===== config.mk =====
export PLATFORM = sky130hd
export DESIGN_NAME = pwr_switch_ack_ch
export DESIGN_NICKNAME = d
export VERILOG_FILES = /design/src/rtl/pwr_switch_ack_model_pkg.sv /design/src/rtl/pwr_switch_ack_ch.sv
export SDC_FILE = /design/constraint.sdc
export NUM_CORES = 1
export LEC_CHECK = 0
export CORE_MARGIN = 2
export CORE_UTILIZATION = 43
export CTS_CLUSTER_SIZE = 40
export DETAILED_ROUTE_END_ITERATION = 6
export GPL_TIMING_DRIVEN = 1
export HOLD_SLACK_MARGIN = 0.15
export PLACE_DENSITY = 0.75
export SYNTH_ARGS = -nofsm -noshare
export SYNTH_HDL_FRONTEND = slang
export SYNTH_SLANG_ARGS = --single-unit

===== constraint.sdc =====
create_clock -name clk_i -period 2.2 [get_ports clk_i]
set_clock_uncertainty 0.2 [all_clocks]
set_input_delay 0.33 -clock clk_i [delete_from_list [all_inputs] [get_ports clk_i]]
set_output_delay 0.33 -clock clk_i [all_outputs]
set_load 0.05 [all_outputs]

===== src/rtl/pwr_switch_ack_model_pkg.sv =====
// Shared types and constants for the power-switch acknowledge model:
// channel state encoding and the jitter LFSR definition.
package pwr_switch_ack_model_pkg;

    typedef enum logic [1:0] {
        ST_ON        = 2'd0,
        ST_RAMP_DOWN = 2'd1,
        ST_OFF       = 2'd2,
        ST_RAMP_UP   = 2'd3
    } pwr_sw_state_e;

    localparam int                LFSR_W    = 16;
    localparam logic [LFSR_W-1:0] LFSR_SEED = 16'hACE1;
    // Galois feedback mask for taps 16,14,13,11 in right-shift form.
    localparam logic [LFSR_W-1:0] LFSR_TAPS = 16'hB400;

    function automatic logic [LFSR_W-1:0] lfsr_next(input logic [LFSR_W-1:0] cur);
        return (cur >> 1) ^ (cur[0] ? LFSR_TAPS : '0);
    endfunction

    function automatic logic is_ramp(input pwr_sw_state_e s);
        return (s == ST_RAMP_DOWN) || (s == ST_RAMP_UP);
    endfunction

endpackage


===== src/rtl/pwr_switch_ack_ch.sv =====
// One power-switch channel: ON/RAMP_DOWN/OFF/RAMP_UP FSM with a down-counter,
// registered ack_n, busy and abort outputs. Extra latency arrives on jitter_i.
module pwr_switch_ack_ch
    import pwr_switch_ack_model_pkg::*;
#(
    parameter int ON_LATENCY  = 15,
    parameter int OFF_LATENCY = 15,
    parameter int RESET_ON    = 1,
    parameter int JITTER_W    = 3,
    parameter int CNT_W       = 6
) (
    input  logic                clk_i,
    input  logic                rst_ni,
    input  logic                switch_n_i,
    input  logic [JITTER_W-1:0] jitter_i,
    output logic                switch_ack_n_o,
    output logic                busy_o,
    output logic                abort_o
);

    localparam pwr_sw_state_e    RESET_STATE = (RESET_ON != 0) ? ST_ON : ST_OFF;
    localparam logic [CNT_W-1:0] ON_LOAD     = CNT_W'(ON_LATENCY - 1);
    localparam logic [CNT_W-1:0] OFF_LOAD    = CNT_W'(OFF_LATENCY - 1);

    pwr_sw_state_e    state_q, state_d;
    logic [CNT_W-1:0] cnt_q, cnt_d;
    logic [CNT_W-1:0] jitter_ext;
    logic             ack_n_d;
    logic             abort_d;

    assign jitter_ext = CNT_W'(jitter_i);

    // NOTE: asynchronous reset puts every register, state included, back to
    // its reset value immediately; non-blocking assignments keep all
    // registers updating from the same pre-edge values.
    always_ff @(posedge clk_i or negedge rst_ni) begin
        if (!rst_ni) begin
            state_q        <= RESET_STATE;
            cnt_q          <= '0;
            switch_ack_n_o <= (RESET_STATE == ST_OFF);
            busy_o         <= 1'b0;
            abort_o        <= 1'b0;
        end else begin
            state_q        <= state_d;
            cnt_q          <= cnt_d;
            switch_ack_n_o <= ack_n_d;
            busy_o         <= is_ramp(state_q);
            abort_o        <= abort_d;
        end
    end

    // NOTE: every combinational output gets a default first so no latch is inferred.
    always_comb begin
        state_d = state_q;
        cnt_d   = cnt_q;
        unique case (state_q)
            ST_ON: begin
                if (switch_n_i) begin
                    state_d = ST_RAMP_DOWN;
                    cnt_d   = OFF_LOAD + jitter_ext;
                end
            end
            ST_RAMP_DOWN: begin
                if (!switch_n_i) begin
                    state_d = ST_ON;
                    cnt_d   = '0;
                end else if (cnt_q == '0) begin
                    state_d = ST_OFF;
                end else begin
                    cnt_d = cnt_q - CNT_W'(1);
                end
            end
            ST_OFF: begin
                if (!switch_n_i) begin
                    state_d = ST_RAMP_UP;
                    cnt_d   = ON_LOAD + jitter_ext;
                end
            end
            ST_RAMP_UP: begin
                if (switch_n_i) begin
                    state_d = ST_OFF;
                    cnt_d   = '0;
                end else if (cnt_q == '0) begin
                    state_d = ST_ON;
                end else begin
                    cnt_d = cnt_q - CNT_W'(1);
                end
            end
            default: begin
                state_d = RESET_STATE;
                cnt_d   = '0;
            end
        endcase
    end

    // Reversal is tested before cnt==0, so it wins on the final ramp edge.
    always_comb begin
        ack_n_d = switch_ack_n_o;
        abort_d = 1'b0;
        unique case (state_q)
            ST_RAMP_DOWN: begin
                if (!switch_n_i)      abort_d = 1'b1;
                else if (cnt_q == '0) ack_n_d = 1'b1;
            end
            ST_RAMP_UP: begin
                if (switch_n_i)       abort_d = 1'b1;
                else if (cnt_q == '0) ack_n_d = 1'b0;
            end
            default: ;
        endcase
    end

endmodule


==> summary by stage, run 1 <==
Critical path
The start-to-end type of the worst setup path is reg2out. The startpoint identified for the worst register-to-register timing path is cnt_q[3]. The slowest stage cell on the critical path is sky130_fd_sc_hd__clkdlybuf4s50_1.

The number of buffers and inverters on the critical path is 1. The critical path's largest stage delay is between 0.8 and 0.9 ns. The worst register-to-register path has a depth of 4. The cell family contributing the most delay on the critical path is buffers and inverters. Walking the worst path, the cells encountered are clkdlybuf4s50_1.

The reg-to-reg endpoint is cnt_q[5]. The required time of the worst setup path is about 1.7 ns. The arrival time of the worst setup path is 1.43 ns. In this run the worst path has a maximum fanout of 3. The element type at the critical path start is a register. In this run the register-to-register setup slack is between 0.2 and 0.3 ns. The type of element capturing the critical path is an output port.

STA
Setup repair after global routing left no endpoint under its margin. Adding up every negative setup slack in the final design gives 0 ns. For the pin with the worst max-slew slack, the measured transition is about 0.51 ns.

The worst slew margin relative to its limit is 65.7%. Timing would allow up to between 500 and 600 MHz. The final hold violation count is 0. Final hold analysis gives a worst-case slack of around 0.2 ns. The count of pins over their slew limit is 0.

The final critical-path required period is around 2.0 ns. Of the available clock period, the critical path in the final layout requires 88.9%. Setup violations remaining at the end of the flow were counted as 0.

Clock network
The maximum level of the CTS H-tree is 1. The CTS tree is built. The worst-skew pair later-pin latency is roughly 0.27 ns. Clock-pin slew was measured on the worst setup and hold paths at approximately 0.070 ns.

The number of gates resized after CTS was 0. The maximum clock insertion buffer count is 2. Clock tree synthesis found a total of 11 sinks.

The total of hold buffers inserted after clock tree synthesis is 0. The clock root buffer is sky130_fd_sc_hd__clkbuf_4. The number of setup buffers added after CTS is 0. Buffers inserted during clock tree synthesis total 3.

Place
At the end of routability-driven placement, the weighted congestion stood at slightly below 0.9. The number of port buffers is 8. Detailed placement ended at an HPWL of ~860 um.

Yosys
The share of Yosys cell area claimed by the top area cell type is between 40% and 50%. The top flip-flop cell by instance count after synthesis is sky130_fd_sc_hd__dfrtp_1. Ranked by total cell area, the synthesized netlist is headed by sky130_fd_sc_hd__dfrtp_1 46%, sky130_fd_sc_hd__a21oi_1 6.7%, sky130_fd_sc_hd__o21ai_0 5.0%. In the post-synthesis netlist, the cell with the most instances is sky130_fd_sc_hd__dfrtp_1. The cell taking the most area after synthesis is sky130_fd_sc_hd__dfrtp_1. The count of warnings emitted by yosys is 0. In the synthesized netlist, the cells that appear most often are 11 x sky130_fd_sc_hd__dfrtp_1, 8 x sky130_fd_sc_hd__a21oi_1, 6 x sky130_fd_sc_hd__nor2_1, 6 x sky130_fd_sc_hd__o21ai_0. The synthesized design contains 11 register bits. The distinct cell type count after synthesis is 25. The post-synthesis instance total is 65. The synthesized net count is 73.

The proportion of synthesized flip-flops having asynchronous set or reset is 100%. The average instance area after synthesis is 9.18 um2. Counting flops with a built-in enable in the synthesized netlist gives 0. The share of synthesized area occupied by flip-flops and latches is a little under half. The area of the mapped netlist is roughly 600 um2.

Floorplan
From left edge to right edge, the die measures just over 40 um. The number of placed I/O pins is 9. The core region area is around 1300 um2.

The number of cell rows is 13. The floorplan step set the die height to slightly above 40 um. The starting density of the core is between 40% and 50%.

The area of the die is 1700 um2.

Global route
The initial antenna violation count is 0. The leftover overflow at the end of global routing is 0. The pin count of the biggest net entering global routing is 17. The first global-routing pass estimated roughly 1900 um of wire. The number of global-route vias before repair was 440.

In the global route stage, overall resource usage came out at between 10% and 20%.

Outcome
The flow ran to the end, and the final reports show no timing, DRC or antenna violations.

Routing
The detail route stage leaves a number of antenna-violating nets equal to 0. Detailed routing inserted a total of just over 500 vias. The number of violations reported at the end of detailed-routing iteration 0 is 16. In the final routed layout, each cell accounts on average for approximately 13 um. The final routed DRC violation total is 0. The routed via count divided by cell count is around 5.5. Summed over all layers, the routed wires come to 1170 um.

For this run, the detailed router's first-pass iteration total came to 4.

Cells and area
At the end of the flow, the number of nets in the layout was just under 90. From synthesis to final layout, the design area changed by 23.5%. The number of antenna diodes in the final layout is 0. The fraction of layout cells with a size suffix above 1 is around 9%.

Job
Across the run, the number of max-cap violations was 0.

Power
The power per unit of standard cell area is roughly 1600 nW/um2. The static leakage is 0.324 nW. The power after layout is around 1.2 mW. VDD sags by at most between 0.0007 and 0.0008 V.

Worst hold path
The path class of the tightest hold or removal check is in2async.
## power by group
group | total (mW) | internal, mW | leakage [nW] | switching [mW]
Clock | 0.134 | 0.0701 | 0.0150 | 0.0640
Sequential | 0.400 | 0.294 | 0.140 | 0.106
Combinational | 0.630 | 0.275 | 0.169 | 0.355
## cell usage in the layout (no fill, tap or decap), drive strengths merged, types with 2 or more instances in the layout
cell           count
buf                3
dfrtp             11
or4                2
o2bb2ai            2
nand2              4
clkdlybuf4s50      8
nand3              2
clkbuf             4
xnor2              2
inv                4
a21oi              8
nor2               6
ha                 2
nor3b              2
o21ai              6
## how the worst max path moves through the flow
| stage | startpoint | to | slack, ns | cells after the start |
|---|---|---|---|---|
| floorplan | cnt_q[0] | register | 0.24 | 5 |
| global placement | switch_n_i | cnt_q[5] | 0.22 | 5 |
| detailed placement | switch_n_i | cnt_q[5] | 0.20 | 5 |
| CTS | switch_ack_n_o | switch_ack_n_o | 0.23 | 1 |
| global route | switch_ack_n_o | switch_ack_n_o | 0.18 | 1 |
| finish | switch_ack_n_o | switch_ack_n_o | 0.24 | 1 |
## per-layer routing
layer / GRT usage (%) / part of all wire (%)
met5: 0 / 0
met4: 4.84 / 0.86
met3: 8.15 / 6.2
met2: 26.2 / 48
met1: 23.2 / 45
## cell families (layout without fill, tap and decap cells)
family / count (synthesis) / in the layout / synth area share [%]
AND/OR/NAND/NOR: 23 / 23 / 20.8
AO/OA/AOI/OAI: 18 / 18 / 17.2
flip-flops: 11 / 11 / 46.1
buffers and inverters: 6 / 19 / 3.77
XOR/XNOR: 3 / 3 / 4.40
adder cells (fa/ha/maj): 2 / 2 / 4.19
multiplexers: 2 / 2 / 3.56
## layout make-up
cell class                      instances  area (um2)
Fill cell                             128         564
Timing Repair Buffer                   11         103
Inverter                                4        15.0
Sequential cell                        11         275
Tap cell                               15        18.8
Multi-Input combinational cell         48         299
Clock buffer                            4        26.3
## state kept, by name, indices dropped and copies added (netlist names), named ones only
name,count
cnt_q,6
abort_o,1
busy_o,1
switch_ack_n_o,1
state_q,1
## through the flow
stage | cells | area, um2 | util [%] | worst slack, ns
finish | 93 | 737 | 56.6 | 0.244
global route | 93 | 737 | 56.6 | 0.183
CTS | 93 | 737 | 56.6 | 0.226
detailed placement | 89 | 711 | 54.6 | 0.203
global placement | 89 | 711 | 54.6 | 0.219
floorplan | 65 | 597 | - | 0.239
(Power assumes the default switching activity.)
==> run 2, diff against run 1 <==
CORE_AREA = 2 2 39 41   (was default)
CORE_MARGIN = default   (was 2)
CORE_UTILIZATION = default   (was 43)
DIE_AREA = 0 0 41 43   (was default)
PLACE_DENSITY = 0.77   (was 0.75)
==> summary by stage, run 2 (synthesis results as in run 1) <==
Outcome
The run finished with clean final reports.

Clock network
The maximum level of the CTS H-tree is 1 (unchanged). The clock root buffer is sky130_fd_sc_hd__clkbuf_4. The number of setup buffers added after CTS is 0 (unchanged).

The maximum clock insertion buffer count is 2 (unchanged). The clock slew seen by the registers of the worst setup and hold paths is 0.07 ns (about the same). The clock net sink count is 11 (unchanged).

The worst-skew pair later-pin latency came to 0.28 ns (about the same). The number of buffers created by CTS came to 3 (unchanged). The total of hold buffers inserted after clock tree synthesis came to 0 (unchanged). The post-cts sizing count is 0 (unchanged). The CTS tree is built.

STA
Setup repair after global routing left no endpoint under its margin. The final hold violation count is 0 (unchanged). The worst slew margin relative to its limit was 66.3% (+0.58 points).

The final count of negative-setup-slack endpoints is 0 (unchanged). The total negative setup slack is 0 ns (unchanged). The final critical-path required period is 1.98 ns (+0.0192 ns). The maximum frequency from static timing analysis is 506 MHz (-0.97%).

The transition at the pin with the smallest max-transition slack was 0.502 ns (-0.0107 ns). The count of pins over their slew limit came to 0 (unchanged). The final clock period utilization by the worst path came to 89.8% (+0.87 points).

Floorplan
The area of the die is 1760 um2 (+3.6%). The overall die width is 41 um (-0.62%). The number of placed I/O pins is 9 (unchanged). The core region area was 1380 um2 (+6.3%). The chip height is 43 um (+4.2%). The number of cell rows is 14 (+1). The starting density of the core is 43.1% (-2.7 points).

Critical path
Walking the worst path, the cells encountered are clkdlybuf4s50_1. The worst setup slack for register-to-register paths is 0.28 ns (+0.02 ns). The worst-case reg-to-reg path depth was 4 (unchanged). The critical path's largest stage delay is 0.81 ns (about the same). The reg-to-reg endpoint is cnt_q[5]. The type of element capturing the critical path is an output port. The slowest stage cell on the critical path is sky130_fd_sc_hd__clkdlybuf4s50_1.

The arrival time of the worst setup path is 1.45 ns (+0.02 ns). The required time of the worst setup path is 1.67 ns (about the same). The setup path with the least slack is of type reg2out. The highest fanout seen on the critical path is 3 (unchanged).

In this design, the largest share of critical-path delay is due to buffers and inverters. The element type at the critical path start is a register. The sum of buffers and inverters on the critical path is 1 (unchanged). The start of the worst register-to-register path is cnt_q[3].

Routing
The number of vias after detailed routing is 518 (+1.8%). The count of nets left with antenna violations after detail routing came to 0 (unchanged). The post-detailed-routing wire length was 1200 um (+2.9%). The routed via count divided by cell count came to 5.51 (+0.69%). The final routed DRC violation total is 0 (unchanged). The number of violations reported at the end of detailed-routing iteration 0 is 9 (-7). The first-pass detailed-route iteration total was 4 (unchanged). The mean routed wirelength per cell is 12.8 um (+1.8%).

Global route
The met3 track demand over resource is 3.14% (-5.0 points). The pin count of the biggest net entering global routing is 17 (unchanged). The global routing usage on met2 is 26.3% (+0.078 points). The initial antenna violation count is 0 (unchanged). The first-pass GRT wire length is 2040 um (+9.2%). The met1 capacity usage during global routing came to 22.6% (-0.56 points).

The global-route total usage across every layer is 17.5% (-0.17 points). After global routing, the most crowded layer is met2. The number of global-route vias before repair is 513 (+17%). The leftover overflow at the end of global routing is 0 (unchanged).

Cells and area
The final standard cell area without fillers is 738 um2 (+0.17%). The fill cell total of the finished layout was 134 (+4.7%). Counting flops per register, the top entry is cnt_q. The number of flip-flops in the largest register is 6 (unchanged). The fraction of layout cells with a size suffix above 1 is 8.97% (unchanged). Relative to the synthesized area, the layout overhead comes to 23.7%.

The top cell types in the final layout, fill and taps aside, are 11 x sky130_fd_sc_hd__dfrtp_1, 8 x sky130_fd_sc_hd__a21oi_1, 8 x sky130_fd_sc_hd__clkdlybuf4s50_1. The count of inserted antenna diode cells is 0 (unchanged). Leaving out fill and tap cells, the most frequent cell in the layout is sky130_fd_sc_hd__dfrtp_1.

The post-layout net count is 87 (unchanged).

Place
The placed cell area is 712 um2 (+0.18%). The half-perimeter wire length after detailed placement is 867 um (+0.28%). The routability-driven placement congestion ratio is 0.913 (+2.5%). The number of port buffers was 8 (unchanged).

Power
The switching fraction of total power is 45.7% (+0.60 points). The internal power contribution is 638 uW (about the same). The power per unit of standard cell area came to 1590 nW/um2 (+0.84%). The combinational share of power came to 53.7% (-0.4 points). The static leakage is 0.324 nW (unchanged). The worst vdd rail ir drop was 0.000591 V (-18%).

The clock share of power is 12.3% (+0.8 points). The switching power of the nets is 537 uW (+2.3%). The register share of total power is 33.9% (-0.5 points).

Job
The max-cap check violation count is 0 (unchanged).

Worst hold path
The class of the tightest hold or removal check is in2async.
==> run 2: power groups by stage <==
stage | clock network (mW) | logic (mW) | registers (mW)
2_1_floorplan | 0 | 0.366 | 0.461
3_3_place_gp | 0 | 0.612 | 0.398
3_5_place_dp | 0 | 0.626 | 0.401
4_1_cts | 0.147 | 0.629 | 0.396
5_1_grt | 0.158 | 0.710 | 0.415
6_report | 0.145 | 0.632 | 0.399
==> run 2: per-layer routing <==
| layer | vias up | share of wire, % | routed length (um) |
|---|---|---|---|
| met5 | - | 0 | 0 |
| met4 | 0 | 2.4 | 29 |
| met3 | 2 | 4.7 | 57 |
| met2 | 18 | 48 | 572 |
| met1 | 238 | 45 | 540 |
| li1 | 260 | - | - |
==> run 2: area by class of cell <==
class	instances	area [um2]	share of cell area (%)
Multi-Input combinational cell	48	299	40.5
Sequential cell	11	275	37.3
Timing Repair Buffer	11	103	13.9
Clock buffer	4	26.3	3.56
Tap cell	16	20.0	2.71
Inverter	4	15.0	2.03
==> run 2: worst max path at each step <==
stage,startpoint,to,slack [ns],cells after the start
2_1_floorplan,cnt_q[0],register,0.24,5
6_report,switch_ack_n_o,switch_ack_n_o,0.22,1
4_1_cts,switch_ack_n_o,switch_ack_n_o,0.23,1
3_5_place_dp,switch_n_i,cnt_q[5],0.19,5
5_1_grt,cnt_q[0],cnt_q[0],0.16,7
3_3_place_gp,switch_n_i,cnt_q[5],0.22,5
==> run 2: through the flow <==
step	utilization, %	power [mW]	instances	hold WS [ns]	setup slack (ns)
after floorplan	-	0.827	65	-0.166	0.239
after global placement	51.4	1.01	90	0.316	0.224
after detailed placement	51.4	1.03	90	0.320	0.187
after CTS	53.3	1.17	94	0.198	0.225
after global routing	53.3	1.28	94	0.232	0.157
final	53.3	1.18	94	0.183	0.224
